File: src/rtl/axis_rr_arbiter.sv
// axis_rr_arbiter: round-robin, packet-locked N:1 AXI-Stream arbiter with a registered master stage.
//   clk, rst      : clock and synchronous active-high reset
//   s_tdata/s_tvalid/s_tlast/s_tready : N slave streams, input i in s_tdata[i*DW +: DW]
//   m_tdata/m_tvalid/m_tlast/m_tready : registered master stream
//   grant         : one-hot current owner, zero when idle
//   busy          : a packet is locked
//   trunc_err     : one-cycle pulse when a packet is cut at MAX_LEN beats
module axis_rr_arbiter #(
    parameter int N       = 4,
    parameter int DW      = 8,
    parameter int MAX_LEN = 256
) (
    input  logic          clk,
    input  logic          rst,
    input  logic [N*DW-1:0] s_tdata,
    input  logic [N-1:0]  s_tvalid,
    input  logic [N-1:0]  s_tlast,
    output logic [N-1:0]  s_tready,
    output logic [DW-1:0] m_tdata,
    output logic          m_tvalid,
    output logic          m_tlast,
    input  logic          m_tready,
    output logic [N-1:0]  grant,
    output logic          busy,
    output logic          trunc_err
);
    localparam int IW = $clog2(N);
    typedef enum logic {IDLE, LOCKED} state_t;
    state_t        state_q, state_d;
    logic [IW-1:0] owner_q, owner_d, last_q, last_d, pick, idx;
    logic [N-1:0]  grant_q, grant_d;
    logic [15:0]   cnt_q, cnt_d;
    logic [DW-1:0] m_tdata_q, m_tdata_d;
    logic          m_tvalid_q, m_tvalid_d, m_tlast_q, m_tlast_d, trunc_q, trunc_d;
    logic          found, ready, accept, trunc_now, end_pkt;
    // Rotating search starting just after the previous owner.
    always_comb begin
        pick  = '0;
        idx   = '0;
        found = 1'b0;
        for (int k = 1; k <= N; k++) begin
            idx = IW'((int'(last_q) + k) % N);
            if (!found && s_tvalid[idx]) begin
                pick  = idx;
                found = 1'b1;
            end
        end
    end
    assign ready     = ~m_tvalid_q | m_tready;
    assign accept    = (state_q == LOCKED) && s_tvalid[owner_q] && ready;
    // The beat being accepted is number cnt_q+1; cutting at MAX_LEN.
    assign trunc_now = accept && !s_tlast[owner_q] && (cnt_q == 16'(MAX_LEN - 1));
    assign end_pkt   = accept && (s_tlast[owner_q] || trunc_now);
    assign s_tready  = (state_q == LOCKED && !rst) ? (grant_q & {N{ready}}) : '0;
    always_comb begin
        state_d    = state_q;
        owner_d    = owner_q;
        last_d     = last_q;
        grant_d    = grant_q;
        cnt_d      = cnt_q;
        m_tdata_d  = m_tdata_q;
        m_tvalid_d = m_tvalid_q;
        m_tlast_d  = m_tlast_q;
        trunc_d    = 1'b0;
        if (state_q == IDLE && found) begin
            state_d = LOCKED;
            owner_d = pick;
            grant_d = N'(1) << pick;
            cnt_d   = '0;
        end
        if (accept) begin
            m_tdata_d  = s_tdata[int'(owner_q)*DW +: DW];
            m_tvalid_d = 1'b1;
            m_tlast_d  = s_tlast[owner_q] | trunc_now;
            cnt_d      = cnt_q + 16'd1;
        end else if (m_tvalid_q && m_tready) begin
            m_tvalid_d = 1'b0;
        end
        if (end_pkt) begin
            state_d = IDLE;
            last_d  = owner_q;
            grant_d = '0;
            cnt_d   = '0;
            trunc_d = trunc_now;
        end
    end
    always_ff @(posedge clk) begin
        if (rst) begin
            state_q    <= IDLE;
            owner_q    <= '0;
            last_q     <= IW'(N - 1);
            grant_q    <= '0;
            cnt_q      <= '0;
            m_tdata_q  <= '0;
            m_tvalid_q <= 1'b0;
            m_tlast_q  <= 1'b0;
            trunc_q    <= 1'b0;
        end else begin
            state_q    <= state_d;
            owner_q    <= owner_d;
            last_q     <= last_d;
            grant_q    <= grant_d;
            cnt_q      <= cnt_d;
            m_tdata_q  <= m_tdata_d;
            m_tvalid_q <= m_tvalid_d;
            m_tlast_q  <= m_tlast_d;
            trunc_q    <= trunc_d;
        end
    end
    assign m_tdata   = m_tdata_q;
    assign m_tvalid  = m_tvalid_q;
    assign m_tlast   = m_tlast_q;
    assign grant     = grant_q;
    assign busy      = (state_q == LOCKED);
    assign trunc_err = trunc_q;
endmodule

File: config.mk
export PLATFORM = sky130hd
export DESIGN_NAME = axis_rr_arbiter
export DESIGN_NICKNAME = d
export VERILOG_FILES = /design/src/rtl/axis_rr_arbiter.sv
export SDC_FILE = /design/constraint.sdc
export NUM_CORES = 1
export LEC_CHECK = 0
export BUFFER_PORTS_ARGS = -buffer_cell sky130_fd_sc_hd__buf_2
export CORE_MARGIN = 2
export CORE_UTILIZATION = 45
export CTS_CLUSTER_DIAMETER = 60
export DETAILED_ROUTE_END_ITERATION = 6
export GPL_TIMING_DRIVEN = 0
export PLACE_DENSITY = 0.76
export REMOVE_ABC_BUFFERS = 1
export SLEW_MARGIN = 25
export SYNTH_ARGS = -nofsm -noshare
export SYNTH_HDL_FRONTEND = slang
export SYNTH_SLANG_ARGS = --single-unit
File: constraint.sdc
create_clock -name clk -period 3.94 [get_ports clk]
set_input_delay 0 -clock clk [delete_from_list [all_inputs] [get_ports clk]]
set_output_delay 0 -clock clk [all_outputs]
set_load 0.01 [all_outputs]
* Word-level counts from Yosys, hierarchy flattened
Index checks and enable logic that the tools add are counted. W data, S select, Z words.
Cells by class: equal/unequal tests 1, multiplexer cells 25, reductions and logical operators 21, order comparisons 5, bitwise gates (word level) 6, shifts and indexed selects 2, $add $sub $neg 5
Operator list (count):
- $mux W16 | 2
- $shiftx A32 B6 Y8 | 1
- $add A16 B1 Y16 const B | 1
- $eq A16 B8 Y1 const B | 1
- $lt A2 B3 Y1 const B | 5
- $bmux W1 S2 | 6
- $mux W1 | 12
- $logic_and A1 B1 Y1 | 11
- $mux W2 | 4
- $logic_not A1 Y1 | 5
- $add A2 B1 Y2 const B | 2
- $add A2 B2 Y2 const B | 2
- $and A4 B4 Y4 | 1
- $mux W4 | 1
- $reduce_bool A2 Y1 | 2
- $reduce_or A2 Y1 | 2
- $shl A1 B2 Y4 const A | 1
- $not A1 Y1 | 3
- $or A1 B1 Y1 | 2
- $logic_or A1 B1 Y1 | 1
Storage, ports and cells: input bits 43, output and inout port bits 20, logic and storage cells 74, register bits 36

* Logic depth before layout (Yosys ltp)
Gate-level depths: netlist of run 1.
depth after elaboration 16, depth in mapped cells 7, depth with buffers taken out 6

* Worst setup path after synthesis of run 1
Ideal clock, no wire load.
kind flip-flop to flip-flop, start point register owner_q[1], end point register cnt_q[5], path slack 2.264 ns, clock period less this slack 1.676 ns, data required time 3.820 ns, stages on the path, launching flop included 7, arrival time 1.556 ns, library setup time 0.120 ns, cells stage by stage dfxtp_1 -> mux4_2 -> and3_1 -> buf_4 -> and2_1 -> o21ai_1 -> a21oi_1
On the way: word-level cells in the longest chain between the ends 9, elaborated cells between the ends (all ways) 14, classes of those cells mux: 5; reduce/logical: 9
Ends and longest elaborated chain:
- from (decl) | line 30 | logic [IW-1:0] owner_q, owner_d, last_q, last_d, pick, idx;
- from (signal assigned) | line 100 | owner_q <= owner_d;
- $bmux W1 S2 | line 50 | assign accept = (state_q == LOCKED) && s_tvalid[owner_q] && ready;
- $mux W1 (not written as such) | line 50
- $logic_and A1 B1 Y1 (2 in a row) | line 50
- $logic_and A1 B1 Y1 (2 in a row) | line 52 | assign trunc_now = accept && !s_tlast[owner_q] && (cnt_q == 16'(MAX_LEN - 1));
- $logic_or A1 B1 Y1 | line 53 | assign end_pkt = accept && (s_tlast[owner_q] || trunc_now);
- $logic_and A1 B1 Y1 | line 53
- $reduce_or A2 Y1 (no source line)
- to (signal assigned) | line 103 | cnt_q <= cnt_d;
- to (decl) | line 32 | logic [15:0] cnt_q, cnt_d;
Parallel ways exist; a longest one is shown, timed or not. The select of a mux whose other input is x is not followed. A chain may end at the register's enable or synchronous reset.

* Worst setup path in the final report of run 1
start point register owner_q[0], end point register grant_q[0], in the netlist grant[0]
On the way: word-level cells in the longest chain between the ends 9, elaborated cells between the ends (all ways) 12, classes of those cells mux: 4; reduce/logical: 8
Ends and longest elaborated chain:
- $bmux W1 S2 | line 50
- $mux W1 (not written as such) | line 50
- $logic_and A1 B1 Y1 (2 in a row) | line 50
- $logic_and A1 B1 Y1 (2 in a row) | line 52
- $logic_or A1 B1 Y1 | line 53
- $logic_and A1 B1 Y1 * | line 53
- $reduce_or A2 Y1 (no source line) *
- to (signal assigned) | line 102 | grant_q <= grant_d;
- to (decl) | line 31 | logic [N-1:0] grant_q, grant_d;
Mark *: on every way between the ends. The rest lies on a longest branch, timed or not. The select of a mux whose other input is x is not followed.

==> results_dict.tcl, run 1 <==
set metrics [dict create \
    hold_violations 0 \
    antenna_left 0 \
    max_freq_mhz 332 \
    groute.usage.overall_pct 18.4 \
    rows 23 \
    clock-sinks 36 \
    drc_errors 0 \
    synth_cells 220 \
    cp-start-kind "flop" \
    worstPathRequired_ns 4.13 \
    clock_latency_ns 0.29 \
    dp_hpwl_mm 3.13 \
    finalCriticalPeriod_ns 3.01 \
    ys_warn_count 0 \
    layout_common_cells "buf_2, dfxtp_1, nand2_1, a21oi_1, nor2_1" \
    synthArstFlopShare_pct 0 \
    post_cts_buffers 0 \
    multiInputGateArea_sq_um 1080 \
    p_leak_nw 0.927 \
    area_delta_synth_final_pct 21.4 \
    crit_family "compound AO/OA/AOI/OAI gates" \
    switching_share_pct 27.8 \
    worst_setup_path_end_kind "flop" \
    crit_type "flop to flop" \
    syn_area_sq_um 1890 \
    pwr-share-seq_pct 48.7 \
    synth.distinct_cells 36 \
    power_frac_comb_pct 18.2 \
    finClkSkew_ns 0.00409 \
    path_cells "mux4_2 > nand3_1 > o21ai_2 > o21ba_2" \
    drv_slew 0 \
    antennaDiodeCount 0 \
    h-tree-depth 2 \
    max_slew.worst_pin.slew_ns 0.838 \
    p_per_area_nw_per_um2 361 \
    fillers 387 \
    cts_root_buffer "clkbuf_8" \
    overflow 0 \
    place_area_sq_um 2200 \
    final_layout_size_suffix_gt1_share_pct 30.9 \
    cts_hold_buf 0 \
    synth_ff_type "dfxtp_1" \
    nets 321 \
    p_int_w 0.000596 \
    initial_utilization_pct 46.8 \
    portBuffers 62 \
    ios 63 \
    path_buf_inv 0 \
    arrival_ns 3.21 \
    grt_pass1_vias 1471 \
    cts_resized 0 \
    clk_pin_slew_ns 0.07 \
    clkPwrFrac_pct 33.1 \
    gp_congestion 0.821 \
    regArea_sq_um 721 \
    cts_buffer_depth 2 \
    fp.dieH_um 68.7 \
    final_common_cell "buf_2" \
    setup_viol 0 \
    via_per_inst 5.42 \
    power.switching_w 0.000230 \
    wl_mm 4.34 \
    antenna_found_initial 0 \
    grt_setup_unrepaired "no" \
    peakVddDrop_mv 0.178 \
    firstDrtPassIters 4 \
    slew_headroom_pct 44.1 \
    grt_max_degree 22 \
    initialDrtViolationCount 112 \
    cp_max_fo 21 \
    slowest_stage "o21ai_2" \
    coreArea_sq_um 4030 \
    run_status "finished clean" \
    cts_buffers 5 \
    grt_first_pass_wirelength_mm 6.49 \
    cts_tree "built" \
    synth_seq_area_share_pct 38.2 \
    ys_seq_elements 36 \
    hold_path.class "input pin to flop" \
    tns_ns 0 \
    power_w 0.000825 \
    avgSynthCellArea_sq_um 8.57 \
    vias 1779 \
    final_area_sq_um 2290 \
    routedWlPerCell_um 13.2 \
    maxCapViolations 0 \
    synth_edf_count 0 \
    slowest_delay_ns 0.92 \
    fin_crit_sh_pct 76.5 \
    die_w_um 68.7 \
    dieArea_sq_um 4720 \
]
==> area by class of cell <==
class | instances | share of cell area [%]
tap | 50 | 2.73
multi-input combinational | 166 | 47.3
sequential | 36 | 31.5
clock buffer | 8 | 3.94
timing repair buffer | 62 | 13.6
inverter | 6 | 0.984
==> final timing paths <==
kind / start / to / slack (ns) / cells past startpoint
min reg2reg: m_tdata[5] / m_tdata[5] / 0.45 / 2
max: owner_q[0] / grant[0] / 0.93 / 4
min: s_tvalid[2] / busy / 0.06 / 3
max reg2reg: owner_q[0] / grant[0] / 0.93 / 4
==> flip-flops by register name, summed over array words and instances (netlist names) <==
| signal | cells |
|---|---|
| cnt_q | 16 |
| last_q | 2 |
| m_tlast | 1 |
| busy | 1 |
| trunc_err | 1 |
| m_tvalid | 1 |
| owner_q | 2 |
| grant | 4 |
| m_tdata | 8 |
==> power groups by stage <==
stage	clock network (W)	registers (W)	logic (W)
floorplan	0	0.000413	0.0000874
global placement	0	0.000410	0.000147
detailed placement	0	0.000411	0.000151
CTS	0.000277	0.000403	0.000151
global route	0.000294	0.000406	0.000168
finish	0.000273	0.000402	0.000150
==> through the flow <==
stage	hold slack, ns	utilization (%)	instances	worst slack, ns
floorplan	0.0691	-	208	1.34
global placement	0.346	54.5	320	0.422
detailed placement	0.355	54.6	320	0.821
CTS	0.0498	56.8	328	0.818
global route	0.0697	56.8	328	0.548
finish	0.0555	56.8	328	0.927
==> cells by family after synthesis <==
logic type | share of synthesized area [%]
flip-flops | 38.2
AO/OA/AOI/OAI | 14.1
AND/OR/NAND/NOR | 27.5
buffers and inverters | 4.58
adder cells (fa/ha/maj) | 0.663
multiplexers | 14.9
==> cells in the mapped netlist, types with 2 or more instances <==
| library cell | count | share of area [%] |
|---|---|---|
| nand3b_1 | 5 | 2.0 |
| o21ai_0 | 6 | 1.6 |
| o22ai_1 | 2 | 0.66 |
| nand3_1 | 11 | 2.9 |
| a31oi_1 | 2 | 0.66 |
| nand2b_1 | 3 | 1.0 |
| nor4_1 | 3 | 1.0 |
| or2_0 | 2 | 0.66 |
| and3_1 | 8 | 2.7 |
| a21oi_1 | 30 | 8.0 |
| o21ai_1 | 2 | 0.53 |
| nor2_1 | 14 | 2.8 |
| mux2_2 | 3 | 1.8 |
| or3_1 | 3 | 1.0 |
| inv_1 | 6 | 1.2 |
| buf_4 | 3 | 1.2 |
| nor3b_1 | 2 | 0.80 |
| o211ai_1 | 2 | 0.80 |
| and2_1 | 6 | 2.0 |
| clkbuf_1 | 3 | 0.60 |
| dfxtp_1 | 36 | 38 |
| nand2_1 | 35 | 7.0 |
| mux4_2 | 10 | 12 |
| mux2_1 | 2 | 1.2 |
| nand4_1 | 3 | 1.0 |
| buf_2 | 6 | 1.6 |
| nor3_1 | 3 | 0.80 |
==> worst min-delay path, delay by kind of cell <==
kind                   cells  cell delay, ns
AO/OA/AOI/OAI              1            0.12
AND/OR/NAND/NOR            1            0.07
buffers and inverters      1            0.12
==> metal layers <==
layer,track usage [%],part of all wire [%]
met1,24.4,45
met2,28.8,49
met3,4.22,4.9
met4,7.60,1.4
met5,0,0
No activity file was read; power rests on OpenSTA's default activity.
==> run 2, diff against run 1 <==
Clock period 3.94 ns to 2.8 ns, I/O delays scaled along.
==> run 2 against run 1 <==
Against the previous run:
- total power rose by 42%
- sequential power rose by 41%
- count of clock-buffer cells in the layout did not move
- sequential cell count did not move
- critical path type unchanged
- largest power group unchanged
==> results_dict.tcl, run 2 (synthesis results as in run 1) <==
set metrics [dict create \
    run_status "finished clean" \
    overflow 0 \
    crit_family "simple AND/OR/NAND/NOR gates" \
    clk_pin_slew_ns 0.07 \
    power_frac_comb_pct 18.9 \
    final_common_cell "buf_2" \
    worst_setup_path_end_kind "flop" \
    cp-endpoint "cnt_q[3]" \
    max_freq_mhz 400 \
    portBuffers 62 \
    dp_hpwl_mm 3.13 \
    p_int_w 0.000840 \
    h-tree-depth 2 \
    gp_congestion 0.821 \
    grt_setup_unrepaired "no" \
    setup_viol 0 \
    clkPwrFrac_pct 32.7 \
    dieArea_sq_um 4720 \
    max_slew.worst_pin.slew_ns 0.758 \
    firstDrtPassIters 4 \
    cp-start-kind "flop" \
    grt_pass1_vias 1495 \
    arrival_ns 2.72 \
    fillers 386 \
    timing.rr.start "owner_q[1]" \
    drv_slew 0 \
    cts_root_buffer "clkbuf_8" \
    r2r-end "cnt_q[3]" \
    cp_max_fo 21 \
    area_delta_synth_final_pct 22.9 \
    p_leak_nw 0.933 \
    wl_mm 4.45 \
    final_util_pct 57.5 \
    vias 1804 \
    cts_buffer_depth 2 \
    regMostFlops "cnt_q" \
    finalCriticalPeriod_ns 2.50 \
    maxCapViolations 0 \
    clock-sinks 36 \
    layout_common_cells "buf_2, dfxtp_1, nand2_1, a21oi_1, nor2_1" \
    crit_type "flop to flop" \
    antennaDiodeCount 0 \
    finalHoldWorstSlack_ns 0.0595 \
    finClkSkew_ns 0.00627 \
    slowest_delay_ns 0.67 \
    rrSetupSlack_ns 0.30 \
    cts_tree "built" \
    slowest_stage "dfxtp_1" \
    path_depth 5 \
    via_per_inst 5.48 \
    grt_first_pass_wirelength_mm 6.71 \
    initial_utilization_pct 46.8 \
    grt_max_degree 22 \
    pwr-share-seq_pct 48.3 \
    worstPathRequired_ns 3.02 \
    hold_path.class "input pin to flop" \
    p_per_area_nw_per_um2 505 \
    cts_buffers 5 \
    rows 23 \
    routedWlPerCell_um 13.5 \
    slew_headroom_pct 49.4 \
    fin_crit_sh_pct 89.3 \
    fp.dieH_um 68.7 \
    antenna_found_initial 0 \
    nets 322 \
    final_area_sq_um 2320 \
    place_area_sq_um 2200 \
    ios 63 \
    worstRegToRegCells 5 \
    drc_errors 0 \
    groute.usage.overall_pct 19.0 \
    hold_violations 0 \
    largest_reg_flops 16 \
    initialDrtViolationCount 111 \
    path_buf_inv 0 \
    path_cells "mux4_2 > and3_1 > nor2_2 > o21ai_0 > a21oi_1" \
    critPathLaunch "owner_q[1]" \
    switching_share_pct 28.2 \
    peakVddDrop_mv 0.245 \
    power_w 0.00117 \
    die_w_um 68.7 \
    coreArea_sq_um 4030 \
    post_cts_buffers 0 \
    antenna_left 0 \
    final_layout_size_suffix_gt1_share_pct 31.5 \
    power.switching_w 0.000330 \
    clock_latency_ns 0.29 \
]
[run 2: power by group through the flow]
stage / combinational [W] / clock [W] / sequential [W]
2_1_floorplan: 0.000123 / 0 / 0.000581
3_3_place_gp: 0.000207 / 0 / 0.000576
3_5_place_dp: 0.000213 / 0 / 0.000578
4_1_cts: 0.000219 / 0.000389 / 0.000566
5_1_grt: 0.000246 / 0.000416 / 0.000572
6_report: 0.000221 / 0.000383 / 0.000566
[run 2: layout make-up]
type	instances	area, sq um	share of cell area (%)
Clock buffer	8	90.1	3.89
Inverter	6	22.5	0.972
Multi-Input combinational cell	167	1110	47.9
Sequential cell	36	721	31.1
Tap cell	50	62.6	2.70
Timing Repair Buffer	62	310	13.4
[run 2: how the worst min path moves through the flow]
| stage | from | endpoint | slack (ns) | depth (start not counted) |
|---|---|---|---|---|
| 6_report | s_tvalid[2] | busy | 0.06 | 3 |
| 5_1_grt | rst | m_tdata[4] | 0.07 | 2 |
| 4_1_cts | s_tvalid[2] | busy | 0.05 | 3 |
| 3_5_place_dp | s_tvalid[2] | busy | 0.35 | 3 |
| 3_3_place_gp | s_tvalid[2] | busy | 0.35 | 3 |
| 2_1_floorplan | rst | m_tdata[0] | 0.07 | 1 |
[run 2: timing repair]
item / in CTS / in global routing
gates cloned: 1 / 0
gates resized for setup: 1 / 2
pin swaps: 1 / 0
endpoints found under the setup margin: 21 / 21
hold buffers: 0 / 0
[run 2: tightest hold or removal path: cells and delay by family]
kind,cells,cell delay (ns)
simple gates,1,0.07
buf+inv,1,0.12
compound gates,1,0.13
[run 2: metal layers]
metal  GRT usage [%]  vias to the layer above  share of wire, %
li1                -                      905                 -
met1            25.6                      834                45
met2            29.6                       58                49
met3            4.22                        7               5.2
met4            7.84                        0               1.4
met5               0                        -                 0
[run 2: through the flow]
stage / setup WS [ns] / TNS (ns) / std cells
finish: 0.301 / 0 / 329
global placement: -0.718 / -12.30 / 320
floorplan: 0.204 / 0 / 208
global route: 0.0145 / 0 / 329
detailed placement: -0.319 / -4.32 / 320
CTS: -0.0124 / -0.0508 / 329
